[config.mk]
export PLATFORM = sky130hd
export DESIGN_NAME = hazardgen_flat
export DESIGN_NICKNAME = d
export VERILOG_FILES = /design/src/rtl/hazardgen_pkg.sv /design/src/rtl/hazardgen_if.sv /design/src/rtl/hazardgen_stallctr.sv /design/src/rtl/hazardgen.sv /design/src/flat_wrapper.sv
export SDC_FILE = /design/constraint.sdc
export NUM_CORES = 1
export LEC_CHECK = 0
export BUFFER_PORTS_ARGS = -buffer_cell sky130_fd_sc_hd__buf_4
export CAP_MARGIN = 10
export CORE_MARGIN = 2
export CORE_UTILIZATION = 25
export CTS_BUF_LIST = sky130_fd_sc_hd__clkbuf_2 sky130_fd_sc_hd__clkbuf_4 sky130_fd_sc_hd__clkbuf_8
export DETAILED_ROUTE_END_ITERATION = 6
export PLACE_DENSITY = 0.46
export SLEW_MARGIN = 20
export SYNTH_ARGS = -nofsm -noshare
export SYNTH_HDL_FRONTEND = slang
export SYNTH_SLANG_ARGS = --single-unit
export TNS_END_PERCENT = 10
[constraint.sdc]
create_clock -name clk -period 6.96 [get_ports clk]
set_clock_uncertainty 0.1 [all_clocks]
set_input_delay 1.74 -clock clk [delete_from_list [all_inputs] [get_ports clk]]
set_output_delay 1.74 -clock clk [all_outputs]
set_load 0.02 [all_outputs]
[src/rtl/hazardgen_pkg.sv]
// Shared pipeline constants for the hazard controller and its neighbours.
// Stage indices run from Fetch (0) to Writeback.
package hazardpkg;

  localparam int unsigned STAGE_F = 0;
  localparam int unsigned STAGE_D = 1;
  localparam int unsigned STAGE_E = 2;
  localparam int unsigned STAGE_M = 3;
  localparam int unsigned STAGE_W = 4;

endpackage

[src/rtl/hazardgen_if.sv]
// Hazard cause/response bundle between the pipeline (master) and hazardgen (slave).
interface hazardgen_if
  import hazardpkg::*;
#(
  parameter int unsigned NSTAGES = STAGE_W + 1,
  parameter int unsigned COUNTW  = 32
);

  logic [NSTAGES-1:0]             StallCause;
  logic [NSTAGES-1:0]             FlushCause;
  logic                           ClearCounters;
  logic                           WDClear;
  logic [NSTAGES-1:0]             Stall;
  logic [NSTAGES-1:0]             Flush;
  logic [NSTAGES-1:0][COUNTW-1:0] StallCnt;
  logic                           Timeout;
  logic                           TimeoutSticky;

  modport master (
    output StallCause, FlushCause, ClearCounters, WDClear,
    input  Stall, Flush, StallCnt, Timeout, TimeoutSticky
  );

  modport slave (
    input  StallCause, FlushCause, ClearCounters, WDClear,
    output Stall, Flush, StallCnt, Timeout, TimeoutSticky
  );

endinterface

[src/rtl/hazardgen_stallctr.sv]
// Saturating per-stage stall-origin counter; clear beats a same-cycle increment.
module stallctr
  import hazardpkg::*;
#(
  parameter int unsigned COUNTW = 32
) (
  input  logic              clk,
  input  logic              reset,
  input  logic              clr,
  input  logic              inc,
  output logic [COUNTW-1:0] cnt
);

  logic [COUNTW-1:0] cntQ, cntD;

  always_comb begin
    cntD = cntQ;
    if (clr) begin
      cntD = '0;
    end else if (inc && (cntQ != '1)) begin
      cntD = cntQ + COUNTW'(1);
    end
  end

  always_ff @(posedge clk) begin
    if (reset) begin
      cntQ <= '0;
    end else begin
      cntQ <= cntD;
    end
  end

  assign cnt = cntQ;

endmodule

[src/rtl/hazardgen.sv]
// Stall/flush controller for an NSTAGES-deep in-order pipeline, with stall-origin
// counters and a Fetch forward-progress watchdog.
module hazardgen
  import hazardpkg::*;
#(
  parameter int unsigned NSTAGES = STAGE_W + 1,
  parameter int unsigned COUNTW  = 32,
  parameter int unsigned WDLIMIT = 1024
) (
  input logic        clk,
  input logic        reset,
  hazardgen_if.slave bus
);

  localparam int unsigned WdW = (WDLIMIT == 0) ? 1 : $clog2(WDLIMIT + 1);
  localparam logic [WdW-1:0] WdLimit = WdW'(WDLIMIT);

  typedef enum logic [1:0] {StRun, StStalled, StExpired} wdState_e;

  logic [NSTAGES-1:0] g, stallV, flushV, origin;

  for (genvar i = 0; i < NSTAGES; i++) begin : gStage
    assign g[i] = bus.StallCause[i] & ~bus.FlushCause[i];

    // A stage stalls if it or anything downstream of it stalls; the OR-reduction
    // avoids a self-referencing vector.
    if (i == NSTAGES - 1) begin : gLast
      assign stallV[i] = g[i];
      assign origin[i] = stallV[i];
    end else begin : gMid
      assign stallV[i] = |g[NSTAGES-1:i];
      assign origin[i] = stallV[i] & ~stallV[i+1];
    end

    if (i == 0) begin : gFirst
      assign flushV[i] = 1'b0;
    end else begin : gRest
      assign flushV[i] = (~stallV[i] & stallV[i-1]) | bus.FlushCause[i];
    end

    stallctr #(
      .COUNTW(COUNTW)
    ) uCtr (
      .clk  (clk),
      .reset(reset),
      .clr  (bus.ClearCounters),
      .inc  (origin[i]),
      .cnt  (bus.StallCnt[i])
    );
  end

  assign bus.Stall = stallV;
  assign bus.Flush = flushV;

  wdState_e       stateQ, stateD;
  logic [WdW-1:0] wdCntQ, wdCntD;
  logic           timeoutQ, timeoutD;
  logic           stickyQ, stickyD;
  logic           fetchHeld;

  // Any real flush means the pipeline is moving, so it restarts the watchdog.
  assign fetchHeld = stallV[STAGE_F] & ~(|bus.FlushCause[NSTAGES-1:1]);

  always_comb begin
    stateD   = stateQ;
    wdCntD   = wdCntQ;
    timeoutD = 1'b0;
    case (stateQ)
      StRun: begin
        if (fetchHeld && (WDLIMIT != 0)) begin
          wdCntD = WdW'(1);
          if (WdLimit == WdW'(1)) begin
            stateD   = StExpired;
            timeoutD = 1'b1;
          end else begin
            stateD = StStalled;
          end
        end
      end
      StStalled: begin
        if (!fetchHeld) begin
          stateD = StRun;
          wdCntD = '0;
        end else if (wdCntQ + WdW'(1) == WdLimit) begin
          // This cycle is the WDLIMIT-th consecutive stalled one.
          stateD   = StExpired;
          wdCntD   = WdLimit;
          timeoutD = 1'b1;
        end else begin
          wdCntD = wdCntQ + WdW'(1);
        end
      end
      StExpired: begin
        if (!fetchHeld) begin
          stateD = StRun;
          wdCntD = '0;
        end
      end
      default: begin
        stateD = StRun;
        wdCntD = '0;
      end
    endcase
    stickyD = timeoutD | (stickyQ & ~bus.WDClear);
  end

  always_ff @(posedge clk) begin
    if (reset) begin
      stateQ   <= StRun;
      wdCntQ   <= '0;
      timeoutQ <= 1'b0;
      stickyQ  <= 1'b0;
    end else begin
      stateQ   <= stateD;
      wdCntQ   <= wdCntD;
      timeoutQ <= timeoutD;
      stickyQ  <= stickyD;
    end
  end

  assign bus.Timeout       = timeoutQ;
  assign bus.TimeoutSticky = stickyQ;

endmodule

[src/flat_wrapper.sv]
// flat-port wrapper written by rule: the top's interface ports become plain ports
module hazardgen_flat import hazardpkg::*;
#(
  parameter int unsigned NSTAGES = STAGE_W + 1,
  parameter int unsigned COUNTW  = 32,
  parameter int unsigned WDLIMIT = 1024
)
  (clk, reset, bus_StallCause, bus_FlushCause, bus_ClearCounters, bus_WDClear, bus_Stall, bus_Flush, bus_StallCnt, bus_Timeout, bus_TimeoutSticky);
  hazardgen_if #(.NSTAGES(NSTAGES), .COUNTW(COUNTW)) bus_i ();
  input logic clk;
  input logic reset;
  input wire logic [$bits(bus_i.StallCause)-1:0] bus_StallCause;
  input wire logic [$bits(bus_i.FlushCause)-1:0] bus_FlushCause;
  input wire logic [$bits(bus_i.ClearCounters)-1:0] bus_ClearCounters;
  input wire logic [$bits(bus_i.WDClear)-1:0] bus_WDClear;
  output wire logic [$bits(bus_i.Stall)-1:0] bus_Stall;
  output wire logic [$bits(bus_i.Flush)-1:0] bus_Flush;
  output wire logic [$bits(bus_i.StallCnt)-1:0] bus_StallCnt;
  output wire logic [$bits(bus_i.Timeout)-1:0] bus_Timeout;
  output wire logic [$bits(bus_i.TimeoutSticky)-1:0] bus_TimeoutSticky;
  assign bus_i.StallCause = bus_StallCause;
  assign bus_i.FlushCause = bus_FlushCause;
  assign bus_i.ClearCounters = bus_ClearCounters;
  assign bus_i.WDClear = bus_WDClear;
  assign bus_Stall = bus_i.Stall;
  assign bus_Flush = bus_i.Flush;
  assign bus_StallCnt = bus_i.StallCnt;
  assign bus_Timeout = bus_i.Timeout;
  assign bus_TimeoutSticky = bus_i.TimeoutSticky;
  hazardgen #(.NSTAGES(NSTAGES), .COUNTW(COUNTW), .WDLIMIT(WDLIMIT)) u_core (.clk(clk), .reset(reset), .bus(bus_i));
endmodule
==> flow_metrics.env <==
export IMPL_path_cells="buf_4 > nand2b_4 > inv_6 > nor4_4 > inv_2 > nor2_1 > or2_2 > buf_4"
export IMPL_crit_fanout=9
export IMPL_grt_util_all_layers_pct=14.1
export IMPL_hold_buffers=0
export IMPL_grt_pass1_wl_um=41000
export IMPL_synth_flop_cell="dfxtp_1"
export IMPL_p_per_area_nw_per_um2=164
export IMPL_gp_congestion=0.755
export IMPL_numPortBuffers=184
export IMPL_synth_distinct_cells=71
export IMPL_dieWidth_um=191
export IMPL_crit_arrival_ps=3370
export IMPL_n_antenna_cell=0
export IMPL_finalSetupTns_ps=0
export IMPL_cp_start_kind="input port"
export IMPL_first_global_vias=7481
export IMPL_nNetsFinal=1216
export IMPL_worst_pin_slew_ps=1000
export IMPL_drtIter0Drc=350
export IMPL_synth_top_family_by_area="simple AND/OR/NAND/NOR gates"
export IMPL_dr_pass1_iters=4
export IMPL_r2r_worst_path_cells=6
export IMPL_fin_ws_ps=1750
export IMPL_dieArea_um2=36500
export IMPL_post_route_period_util_pct=74.9
export IMPL_rows=68
export IMPL_synth_seq_cells=175
export IMPL_r2r_setup_slack_ps=4360
export IMPL_crit_path_max_incr_delay_ps=490
export IMPL_synth_edf_count=0
export IMPL_hold_viol_final=0
export IMPL_synth_xor_area_share_pct=14.7
export IMPL_min_from="u_core.gStage[0].uCtr.cnt[1]"
export IMPL_dp_hpwl_um=18600
export IMPL_ir_drop_v=0.000111
export IMPL_relSlewSlack_pct=32.8
export IMPL_grt_overflow=0
export IMPL_async_flop_share_pct=0
export IMPL_syn_area_um2=8750
export IMPL_critPathSlowestCell="nor4_4"
export IMPL_wl_per_cell_um=15.3
export IMPL_cts_buffers=17
export IMPL_yosys_warnings=0
export IMPL_ant_nets=0
export IMPL_area_growth_pct=24.6
export IMPL_rsz0062_at_grt="false"
export IMPL_finalSetupViolCount=0
export IMPL_min_path_cells=2
export IMPL_yosysSeqAreaShare_pct=40.0
export IMPL_holdWs_ps=400
export IMPL_r2r_start="u_core.gStage[0].uCtr.cnt[20]"
export IMPL_clock_root_buffer="clkbuf_8"
export IMPL_ctsHtreeMaxLevel=4
export IMPL_maxCapViolations=0
export IMPL_muxShareOfSynthArea_pct=0.243
export IMPL_clk_pin_slew_worst_paths_ps=80
export IMPL_clock_fmax_mhz=192
export IMPL_total_power_mw=1.79
export IMPL_clockBufferDepth=2
export IMPL_worstSetupEndpointType="output pin"
export IMPL_io_pins=186
export IMPL_insertion_delay_ps=490
export IMPL_cts_sinks=175
export IMPL_dp_slack_ps=1670
export IMPL_cts_resized=0
export IMPL_synth_compound_area_share_pct=4.63
export IMPL_grt_start_max_net_pins=82
export IMPL_syn_inst=1034
export IMPL_core_area_um2=34500
export IMPL_die_h_um=191
export IMPL_fill_cells=3759
export IMPL_vias_per_cell=4.74
export IMPL_leakagePower_nw=3.79
export IMPL_drv_slew=0
export IMPL_crit_required_ps=5120
export IMPL_antenna_found_initial=0
export IMPL_yosys_area_share_simple_pct=36.2
export IMPL_reg2reg_to="u_core.gStage[0].uCtr.cnt[9]"
export IMPL_wl_um=25500
export IMPL_initial_utilization_pct=25.3
export IMPL_cts_setup_buffers=0
export IMPL_layout_drive_gt1_share_pct=20.9
export IMPL_status="finished, final reports clean"
export IMPL_cpMostUsedCell="buf_4"
export IMPL_period_needed_ps=5210
export IMPL_vias=7880
export IMPL_synthAdderAreaFrac_pct=0.972
export IMPL_min_path_type="flip-flop to flip-flop"
export IMPL_hold_end="u_core.gStage[0].uCtr.cnt[1]"
export IMPL_tritoncts="yes"
export IMPL_drc=0
export IMPL_worstSetupPathType="input port to output pin"
export IMPL_final_util_pct=31.6
export IMPL_synth_nets=1054
export IMPL_postSynthAreaPerCell_um2=8.47
==> worst max path at each step <==
stage | startpoint | end
after floorplan | bus_FlushCause[4] | bus_Flush[1]
after global placement | bus_FlushCause[4] | bus_Flush[1]
after detailed placement | bus_FlushCause[4] | bus_Flush[1]
after CTS | bus_FlushCause[4] | bus_Flush[1]
after global routing | bus_FlushCause[4] | bus_Flush[1]
final | bus_FlushCause[4] | bus_Flush[1]
==> report_power, final <==
group	switching [mW]	total, mW	internal, mW	leakage (nW)
registers	0.00242	1.00	1.00	1.41
clock network	0.387	0.714	0.326	0.198
logic	0.0477	0.0684	0.0207	2.18
total	0.437	1.79	1.35	3.79
==> layout by cell type, fill, tap and decap left out, types with 17 or more instances in the layout <==
cell and count:
buf_4 185, nor2_1 175, dfxtp_1 175, xor2_1 79, nand3_1 77, nand2_1 72, xnor2_1 68, nand4_1 64
nor3_1 34, and4_1 25, and3_1 21, o21ai_0 18, clkbuf_8 18, inv_1 17, or3_1 17
==> synthesized netlist by cell type (2+ instances only) <==
cell type	instances	area, µm²
nor2_1	175	657
a21oi_1	16	80.1
or4_4	2	22.5
nand4_1	64	400
nor3b_1	6	45.0
nor4bb_1	2	20.0
xor2_1	79	692
nand2_1	72	270
or2_2	2	12.5
nand4b_1	2	17.5
nor3_1	35	175
and2_1	6	37.5
buf_4	4	30.0
and4_1	25	219
inv_1	17	63.8
and3_1	21	131
dfxtp_1	175	3500
clkbuf_1	33	124
nor3_2	6	60.1
nand3_1	77	385
a2111oi_0	2	17.5
nor2b_1	4	25.0
a22o_1	4	35.0
nor4_2	2	25.0
nand2b_1	10	62.6
o21ai_0	18	90.1
nor4_1	16	100
buf_2	4	20.0
or3_1	17	106
nor4_4	5	106
nand3b_1	3	22.5
ha_1	6	75.1
a211oi_1	4	30.0
nor4b_1	3	26.3
nor3b_2	2	25.0
or4_1	7	52.6
a31oi_1	7	43.8
xnor2_1	68	596
==> logic make-up after synthesis <==
kind of cell | Yosys count
mux | 2
flops | 175
buf+inv | 62
other cells | 1
simple gates | 577
xor+xnor | 147
compound gates | 63
fa+ha+maj | 7
==> state kept, by name, indices dropped and copies added, names as in the netlist <==
signal / count
u_core.wdCntQ: 11
u_core.bus.TimeoutSticky: 1
u_core.stateQ: 2
u_core.bus.Timeout: 1
u_core.gStage.uCtr.cnt: 160
==> routing by layer <==
metal	vias up	GRT usage (%)	routed length [µm]
li1	3966	-	-
met1	3749	19.0	12200
met2	147	22.6	11900
met3	18	2.99	1030
met4	0	4.23	343
met5	-	0	0
==> stage by stage <==
| step | instance area [µm²] | std cells |
|---|---|---|
| after floorplan | 8750 | 1034 |
| after global placement | 10500 | 1632 |
| after detailed placement | 10500 | 1632 |
| after CTS | 10900 | 1663 |
| after global routing | 10900 | 1663 |
| final | 10900 | 1663 |
==> critical path, delay by kind of cell <==
kind	cells	cell delay, ps
and+or+nand+nor	4	1200
buffers and inverters	4	420
==> final cells by class <==
| cell class | instances | area (µm²) | share of cell area (%) |
|---|---|---|---|
| Timing Repair Buffer | 186 | 1410 | 12.9 |
| Multi-Input combinational cell | 797 | 4980 | 45.6 |
| Clock buffer | 19 | 255 | 2.34 |
| Sequential cell | 175 | 3500 | 32.1 |
| Inverter | 19 | 76.3 | 0.700 |
| Clock inverter | 12 | 120 | 1.10 |
| Tap cell | 455 | 569 | 5.22 |
No activity file was read; power rests on OpenSTA's default activity.
